$ cat src/rtl/updown_step_ctrl.sv
// Step sequencer for an up/down counter: accepts "move N steps" commands
// over valid/ready, drives direction and count-enable for N cycles, and
// keeps a mirror of the counter value. Ends with a one-cycle done pulse,
// qualified by aborted when the command was cut short.
//
// state | meaning
// ------+---------------------------------------------------------------
// IDLE  | ready for a command; outputs hold the last command's results
// SETUP | one quiet cycle so the latched direction settles before stepping
// RUN   | stepping; one step per cycle unless abort is high
// DONE  | one-cycle completion pulse, not ready
module updown_step_ctrl #(
    parameter int WIDTH  = 2,
    parameter int STEP_W = 4
) (
    input  logic              clk,
    input  logic              reset,
    input  logic              cmd_valid,
    output logic              cmd_ready,
    input  logic              cmd_dir,
    input  logic [STEP_W-1:0] cmd_steps,
    input  logic              abort,
    output logic              m,
    output logic              cnt_en,
    output logic [WIDTH-1:0]  q,
    output logic [STEP_W-1:0] steps_left,
    output logic              busy,
    output logic              done,
    output logic              aborted
);

    typedef enum logic [1:0] {
        S_IDLE  = 2'd0,
        S_SETUP = 2'd1,
        S_RUN   = 2'd2,
        S_DONE  = 2'd3
    } state_t;

    localparam logic [WIDTH-1:0]  CNT_ONE  = WIDTH'(1);
    localparam logic [STEP_W-1:0] STEP_ONE = STEP_W'(1);
    localparam logic [STEP_W-1:0] STEP_ZERO = '0;

    state_t            state_q, state_d;
    logic              m_q, m_d;
    logic [WIDTH-1:0]  cnt_q, cnt_d;
    logic [STEP_W-1:0] steps_q, steps_d;
    logic              aborted_q, aborted_d;

    logic              accept;
    logic              step;

    assign accept = (state_q == S_IDLE) && cmd_valid;
    assign step   = (state_q == S_RUN) && !abort;

    // State and datapath registers; reset wins over everything, no done pulse.
    always_ff @(posedge clk) begin
        if (reset) begin
            state_q   <= S_IDLE;
            m_q       <= 1'b0;
            cnt_q     <= '0;
            steps_q   <= '0;
            aborted_q <= 1'b0;
        end else begin
            state_q   <= state_d;
            m_q       <= m_d;
            cnt_q     <= cnt_d;
            steps_q   <= steps_d;
            aborted_q <= aborted_d;
        end
    end

    // Next state and next datapath values.
    always_comb begin
        state_d   = state_q;
        m_d       = m_q;
        cnt_d     = cnt_q;
        steps_d   = steps_q;
        aborted_d = aborted_q;
        unique case (state_q)
            S_IDLE: begin
                if (accept) begin
                    m_d       = cmd_dir;
                    steps_d   = cmd_steps;
                    aborted_d = 1'b0;
                    // a zero-length command goes straight to completion
                    state_d   = (cmd_steps == STEP_ZERO) ? S_DONE : S_SETUP;
                end
            end
            S_SETUP: begin
                if (abort) begin
                    aborted_d = 1'b1;
                    state_d   = S_DONE;
                end else begin
                    state_d = S_RUN;
                end
            end
            S_RUN: begin
                if (abort) begin
                    aborted_d = 1'b1;
                    state_d   = S_DONE;
                end else begin
                    cnt_d   = m_q ? (cnt_q + CNT_ONE) : (cnt_q - CNT_ONE);
                    steps_d = steps_q - STEP_ONE;
                    if (steps_q == STEP_ONE) begin
                        state_d = S_DONE;
                    end
                end
            end
            S_DONE: begin
                state_d = S_IDLE;
            end
            default: begin
                state_d = S_IDLE;
            end
        endcase
    end

    // Outputs decoded from state; cnt_en follows abort combinationally in RUN.
    always_comb begin
        cmd_ready  = (state_q == S_IDLE);
        busy       = (state_q != S_IDLE);
        done       = (state_q == S_DONE);
        cnt_en     = step;
        m          = m_q;
        q          = cnt_q;
        steps_left = steps_q;
        aborted    = aborted_q;
    end

endmodule

$ cat config.mk
export PLATFORM = sky130hd
export DESIGN_NAME = updown_step_ctrl
export DESIGN_NICKNAME = d
export VERILOG_FILES = /design/src/rtl/updown_step_ctrl.sv
export SDC_FILE = /design/constraint.sdc
export NUM_CORES = 1
export LEC_CHECK = 0
export ABC_AREA = 1
export BUFFER_PORTS_ARGS = -buffer_cell sky130_fd_sc_hd__clkbuf_2
export CAP_MARGIN = 10
export CORE_AREA = 2 2 39 41
export DETAILED_ROUTE_END_ITERATION = 8
export DIE_AREA = 0 0 41 43
export GPL_TIMING_DRIVEN = 0
export PLACE_DENSITY_LB_ADDON = 0.12
export SLEW_MARGIN = 20
export SYNTH_ARGS = -nofsm -noshare
export SYNTH_HDL_FRONTEND = slang
export SYNTH_SLANG_ARGS = --single-unit
$ cat constraint.sdc
create_clock -name clk -period 2.6 [get_ports clk]
set_input_delay 0 -clock clk [delete_from_list [all_inputs] [get_ports clk]]
set_output_delay 0 -clock clk [all_outputs]
set_load 0.01 [all_outputs]
==> results.py, run 1 <==
metrics = {
    "run_status": {
        "status": "finished, final reports clean",
    },
    "placement": {
        "dp_hpwl_mm": 1.02,
        "gp_congestion": 0.715,
        "pre_cts_ws_ns": 1.11,
        "port_buffers": 20,
    },
    "route": {
        "drc_errors": 0,
        "ant_nets": 0,
        "via_per_inst": 4.71,
        "wl_per_cell_um": 10.0,
        "dr.first_iter.drc_count": 14,
        "num_vias": 631,
        "routed_wl_mm": 1.34,
        "drt_pass1_iterations": 4,
    },
    "logic_synthesis": {
        "synth.distinct_cells": 17,
        "yosysMostFrequentCell": "nand2_1",
        "async_flop_share": 0,
        "syn_inst": 91,
        "avgSynthCellArea_um2": 7.09,
        "yosysSeqAreaShare": 0.310,
        "synth_top_area_frac": 0.310,
        "syn-num-nets": 107,
        "yosys_warnings": 0,
        "synth-edff-count": 0,
        "synth_area_leaders": "dfxtp_1 31%, ha_1 14%, nand2_1 7.6%",
        "synthFlopType": "dfxtp_1",
        "netlist_area_um2": 646,
        "yosys.area.top_type": "dfxtp_1",
        "ys_ff_latch": 10,
        "ys_top_cells_by_count": "13 x nand2_1, 12 x inv_1, 11 x nor2_1",
    },
    "pwr": {
        "total_power_uw": 948,
        "pwr_density_cell_mw_per_mm2": 1140,
        "irDropWorstVdd_mv": 0.494,
        "leakage_uw": 0.000421,
    },
    "final_layout": {
        "insertedDiodeCount": 0,
        "nNetsFinal": 135,
        "fill_cells": 134,
        "area_growth_pct": 28.9,
        "seqCellArea_um2": 200,
        "multiInputGateArea_um2": 393,
        "finish.utilization": 0.601,
        "drive_gt1_frac": 0.305,
    },
    "global_routing": {
        "grt_max_degree": 8,
        "grt_antenna_before_repair": 0,
        "grt_pass1_wl_mm": 2.06,
        "first_global_vias": 490,
        "track_usage": 0.177,
        "grt_overflow": 0,
    },
    "clocking": {
        "cts.sinks": 10,
        "tritoncts": "done",
        "clockBufferDepth": 2,
        "cts-htree-levels": 1,
        "cts-resized-gates": 0,
        "clock-root-buffer": "clkbuf_4",
        "clk_pin_slew_ns": 0.07,
        "cts_buffers": 3,
        "worstSkewPairLatency_ns": 0.27,
    },
    "floorplan": {
        "rows": 14,
        "die_w_um": 41,
        "core_area_mm2": 0.00138,
        "die-area_mm2": 0.00176,
        "start_util": 0.467,
        "die_y_um": 43,
        "io_pins": 21,
    },
    "timing": {
        "slew-limit-headroom": 0.813,
        "fin_skew_ns": 0.000908,
        "tightest_slew_ns": 0.280,
        "slew_viol_final": 0,
        "finalHoldViolCount": 0,
        "setup_tns_ns": 0,
        "fin_crit_ns": 1.58,
        "worst_slack_ns": 1.02,
        "clock.fmax_mhz": 631,
        "setup_viol": 0,
        "min_period_over_period": 0.609,
        "grt_setup_unrepaired": "false",
    },
    "flow_run": {
        "cap_violations": 0,
    },
    "setup_path": {
        "arrival_ns": 1.75,
        "startpoint_type": "flop",
        "startpoint": "state_q[0]$_SDFFE_PP0P_",
        "cp_max_fo": 5,
        "reg2reg_depth": 5,
        "crit_type": "reg2reg",
        "required_ns": 2.77,
        "r2r_start": "state_q[0]$_SDFFE_PP0P_",
        "end_kind": "flop",
    },
    "worst_hold_path": {
        "hold_start": "cmd_valid",
        "whs_path_depth": 4,
        "worst_hold_path_type": "in2reg",
    },
}
[worst max-delay path: stages (launching register included)]
cell and delay (ns):
dfxtp_1 0.40, inv_1 0.10, ha_1 0.27, nand3_1 0.10, dlygate4sd3_1 0.55, a21oi_1 0.06
[final timing paths]
kind | slack (ns) | to
worst max-delay path | 1.02 | m$_SDFFE_PP0P_
worst min-delay path | 0.05 | m$_SDFFE_PP0P_
worst min register to register | 0.50 | m$_SDFFE_PP0P_
worst max register to register | 1.02 | m$_SDFFE_PP0P_
[cells in the final DEF, fill, tap and decap left out, types with 3 or more instances in the layout]
cell	count
a21oi_1	7
dfxtp_1	10
ha_1	7
inv_1	12
o21ai_1	3
o21ai_0	4
nor2_1	11
nand3_1	9
dlygate4sd3_1	3
clkbuf_4	3
nand2_1	13
nand2_2	5
clkbuf_2	20
[kinds of logic (layout without fill, tap and decap cells)]
| kind of cell | Yosys count | in the layout | share of synthesized area |
|---|---|---|---|
| XOR/XNOR | 2 | 2 | 0.0271 |
| AND/OR/NAND/NOR | 42 | 42 | 0.310 |
| AO/OA/AOI/OAI | 16 | 16 | 0.136 |
| flip-flops | 10 | 10 | 0.310 |
| adder cells (fa/ha/maj) | 7 | 7 | 0.136 |
| buffers and inverters | 14 | 41 | 0.0814 |
[final cells by class]
type	instances	share of cell area
clock buffer	4	0.0436
inverter	14	0.0632
multi-input combinational	67	0.472
sequential	10	0.241
tap	16	0.0241
timing repair buffer	23	0.156
[registers in the layout (all words and copies together) (netlist names)]
signal and count:
q 2, steps_left 4, m 1, aborted 1
state_q 2
[layer usage]
layer  GRT usage  vias up  share of wire
met1       0.233      270           0.50
met5           0        -              0
li1            -      346              -
met3      0.0471        4          0.037
met2       0.250       11           0.44
met4       0.100        0          0.019
[repair_timing]
action | 4_1_cts | 5_1_grt
setup buffers | 0 | 0
hold buffers | 3 | 0
endpoints found under the hold margin | 3 | 0
[per-stage QoR]
stage               std cells  hold slack [ns]  area, um^2
finish                    134           0.0485         832
global route              134           0.0864         832
CTS                       134           0.0367         832
detailed placement        127            0.249         766
global placement          127            0.245         766
floorplan                  91           0.0624         646
[where the power goes]
group / switching (uW) / internal [uW] / leakage, uW
registers: 47.6 / 208 / 0.0000822
clock network: 62.6 / 85.2 / 0.0000210
logic: 328 / 217 / 0.000318
total: 438 / 510 / 0.000421
Note: power is estimated with default switching activity, not from simulation.
==> run 2, diff against run 1 <==
Settings changed: CORE_AREA 2 2 39 41 to unset, CORE_MARGIN set to 2, CORE_UTILIZATION set to 48, DIE_AREA 0 0 41 43 to unset.
Clock period 2.6 ns to 1.56 ns, I/O delays scaled along.
==> run 2 against run 1 <==
Global-route usage rose by 1.4 points. Power rose by 68%. Fmax rose by 12%. Critical path depth rose by 3. Non-clock buffer count did not move. Critical path type unchanged. Largest cell class unchanged.
==> results.py, run 2 (synthesized netlist as in run 1, its figures left out) <==
metrics = {
    "pwr": {
        "power_switching_uw": 740,
        "clock_power_share": 0.153,
        "swShare": 0.465,
        "leakage_uw": 0.000421,
        "p_seq_frac": 0.269,
        "comb_power_share": 0.578,
        "internal-power_uw": 852,
        "pwr_density_cell_mw_per_mm2": 1910,
        "irDropWorstVdd_mv": 1.05,
    },
    "global_routing": {
        "track_usage": 0.191,
        "grt_max_degree": 8,
        "grt_overflow": 0,
        "first_global_vias": 490,
        "grt_pass1_wl_mm": 1.97,
        "grt_antenna_before_repair": 0,
    },
    "setup_path": {
        "end_kind": "flop",
        "crit_type": "reg2reg",
        "required_ns": 1.72,
        "startpoint_type": "flop",
        "cp_max_fo": 7,
        "arrival_ns": 1.57,
    },
    "floorplan": {
        "die-area_mm2": 0.00165,
        "die_w_um": 40.7,
        "start_util": 0.502,
        "rows": 13,
        "core_area_mm2": 0.00128,
        "io_pins": 21,
        "die_y_um": 40.7,
    },
    "timing": {
        "tightest_slew_ns": 0.197,
        "min_period_over_period": 0.904,
        "timing.hold.ws_ns": 0.0718,
        "setup_viol": 0,
        "grt_setup_unrepaired": "false",
        "slew_viol_final": 0,
        "slew-limit-headroom": 0.869,
        "setup_tns_ns": 0,
        "finalHoldViolCount": 0,
        "fin_skew_ns": 0.00559,
        "clock.fmax_mhz": 709,
        "fin_crit_ns": 1.41,
    },
    "clocking": {
        "cts.sinks": 10,
        "clk_pin_slew_ns": 0.08,
        "cts-htree-levels": 1,
        "cts_buffers": 3,
        "clock-root-buffer": "clkbuf_4",
        "worstSkewPairLatency_ns": 0.27,
        "clockBufferDepth": 2,
        "tritoncts": "done",
    },
    "final_layout": {
        "area_growth_pct": 29.1,
        "largest_reg_flops": 4,
        "fin_cells": 133,
        "nNetsFinal": 135,
        "mostFrequentLayoutCell": "clkbuf_2",
        "insertedDiodeCount": 0,
        "layout_common_cells": "20 x clkbuf_2, 13 x nand2_1, 11 x inv_1, 11 x nor2_1, 10 x dfxtp_1",
        "drive_gt1_frac": 0.322,
    },
    "run_status": {
        "status": "finished, final reports clean",
    },
    "placement": {
        "gp_congestion": 0.703,
        "placed_cells": 126,
        "port_buffers": 20,
        "dp_hpwl_mm": 1.02,
    },
    "route": {
        "ant_nets": 0,
        "drc_errors": 0,
        "via_per_inst": 4.81,
        "dr.first_iter.drc_count": 10,
        "drt_pass1_iterations": 4,
        "num_vias": 640,
        "wl_per_cell_um": 10.4,
        "routed_wl_mm": 1.39,
    },
    "flow_run": {
        "cap_violations": 0,
    },
    "worst_hold_path": {
        "worst_hold_path_type": "in2reg",
    },
}
run 2: what timing repair did:
item                       CTS  global route
hold buffers                 3             0
setup endpoints to repair    0             5
hold endpoints to repair     4             0
gates resized for setup      0             2
setup buffers                0             0
run 2: worst max-delay path, stage by stage (launching register included):
cell and delay (ns):
dfxtp_1 0.40, inv_1 0.10, ha_1 0.27, inv_1 0.10, nor2_1 0.05, inv_2 0.10, nand2_4 0.09, o21ai_1 0.12
a21oi_1 0.07
run 2: metrics by stage:
stage / setup slack [ns] / total power (uW) / util / cell area (um^2)
after CTS: 0.0730 / 1600 / 0.647 / 831
after global placement: 0.104 / 1320 / 0.595 / 764
after floorplan: 0.122 / 1110 / - / 646
after detailed placement: 0.0801 / 1340 / 0.595 / 764
after global routing: 0.0158 / 1750 / 0.648 / 833
final: 0.149 / 1590 / 0.648 / 833
run 2: final timing paths:
kind / startpoint / endpoint / slack (ns) / cells past startpoint
max: state_q[0]$_SDFFE_PP0P_ / steps_left[2]$_SDFFE_PP0P_ / 0.15 / 8
min: abort / aborted$_SDFFE_PP0P_ / 0.07 / 3
max reg2reg: state_q[0]$_SDFFE_PP0P_ / steps_left[2]$_SDFFE_PP0P_ / 0.15 / 8
min reg2reg: m$_SDFFE_PP0P_ / m$_SDFFE_PP0P_ / 0.50 / 2
run 2: cell type report:
type	instances	area, um^2
tap	15	18.8
timing repair buffer	23	130
sequential	10	200
fill	120	452
inverter	14	52.6
clock buffer	4	36.3
multi-input combinational	67	395
run 2: power by group through the flow:
stage / sequential (uW) / clock, uW / combinational, uW
floorplan: 452 / 0 / 653
global placement: 431 / 0 / 892
detailed placement: 435 / 0 / 902
CTS: 427 / 249 / 921
global route: 442 / 263 / 1040
finish: 428 / 244 / 920
run 2: layer usage:
metal  track usage  vias to the layer above  share of wire
met5             0                        -              0
met4         0.100                        0         0.0058
met3        0.0652                        2          0.037
met2         0.306                       13           0.48
met1         0.223                      279           0.47
li1              -                      346              -
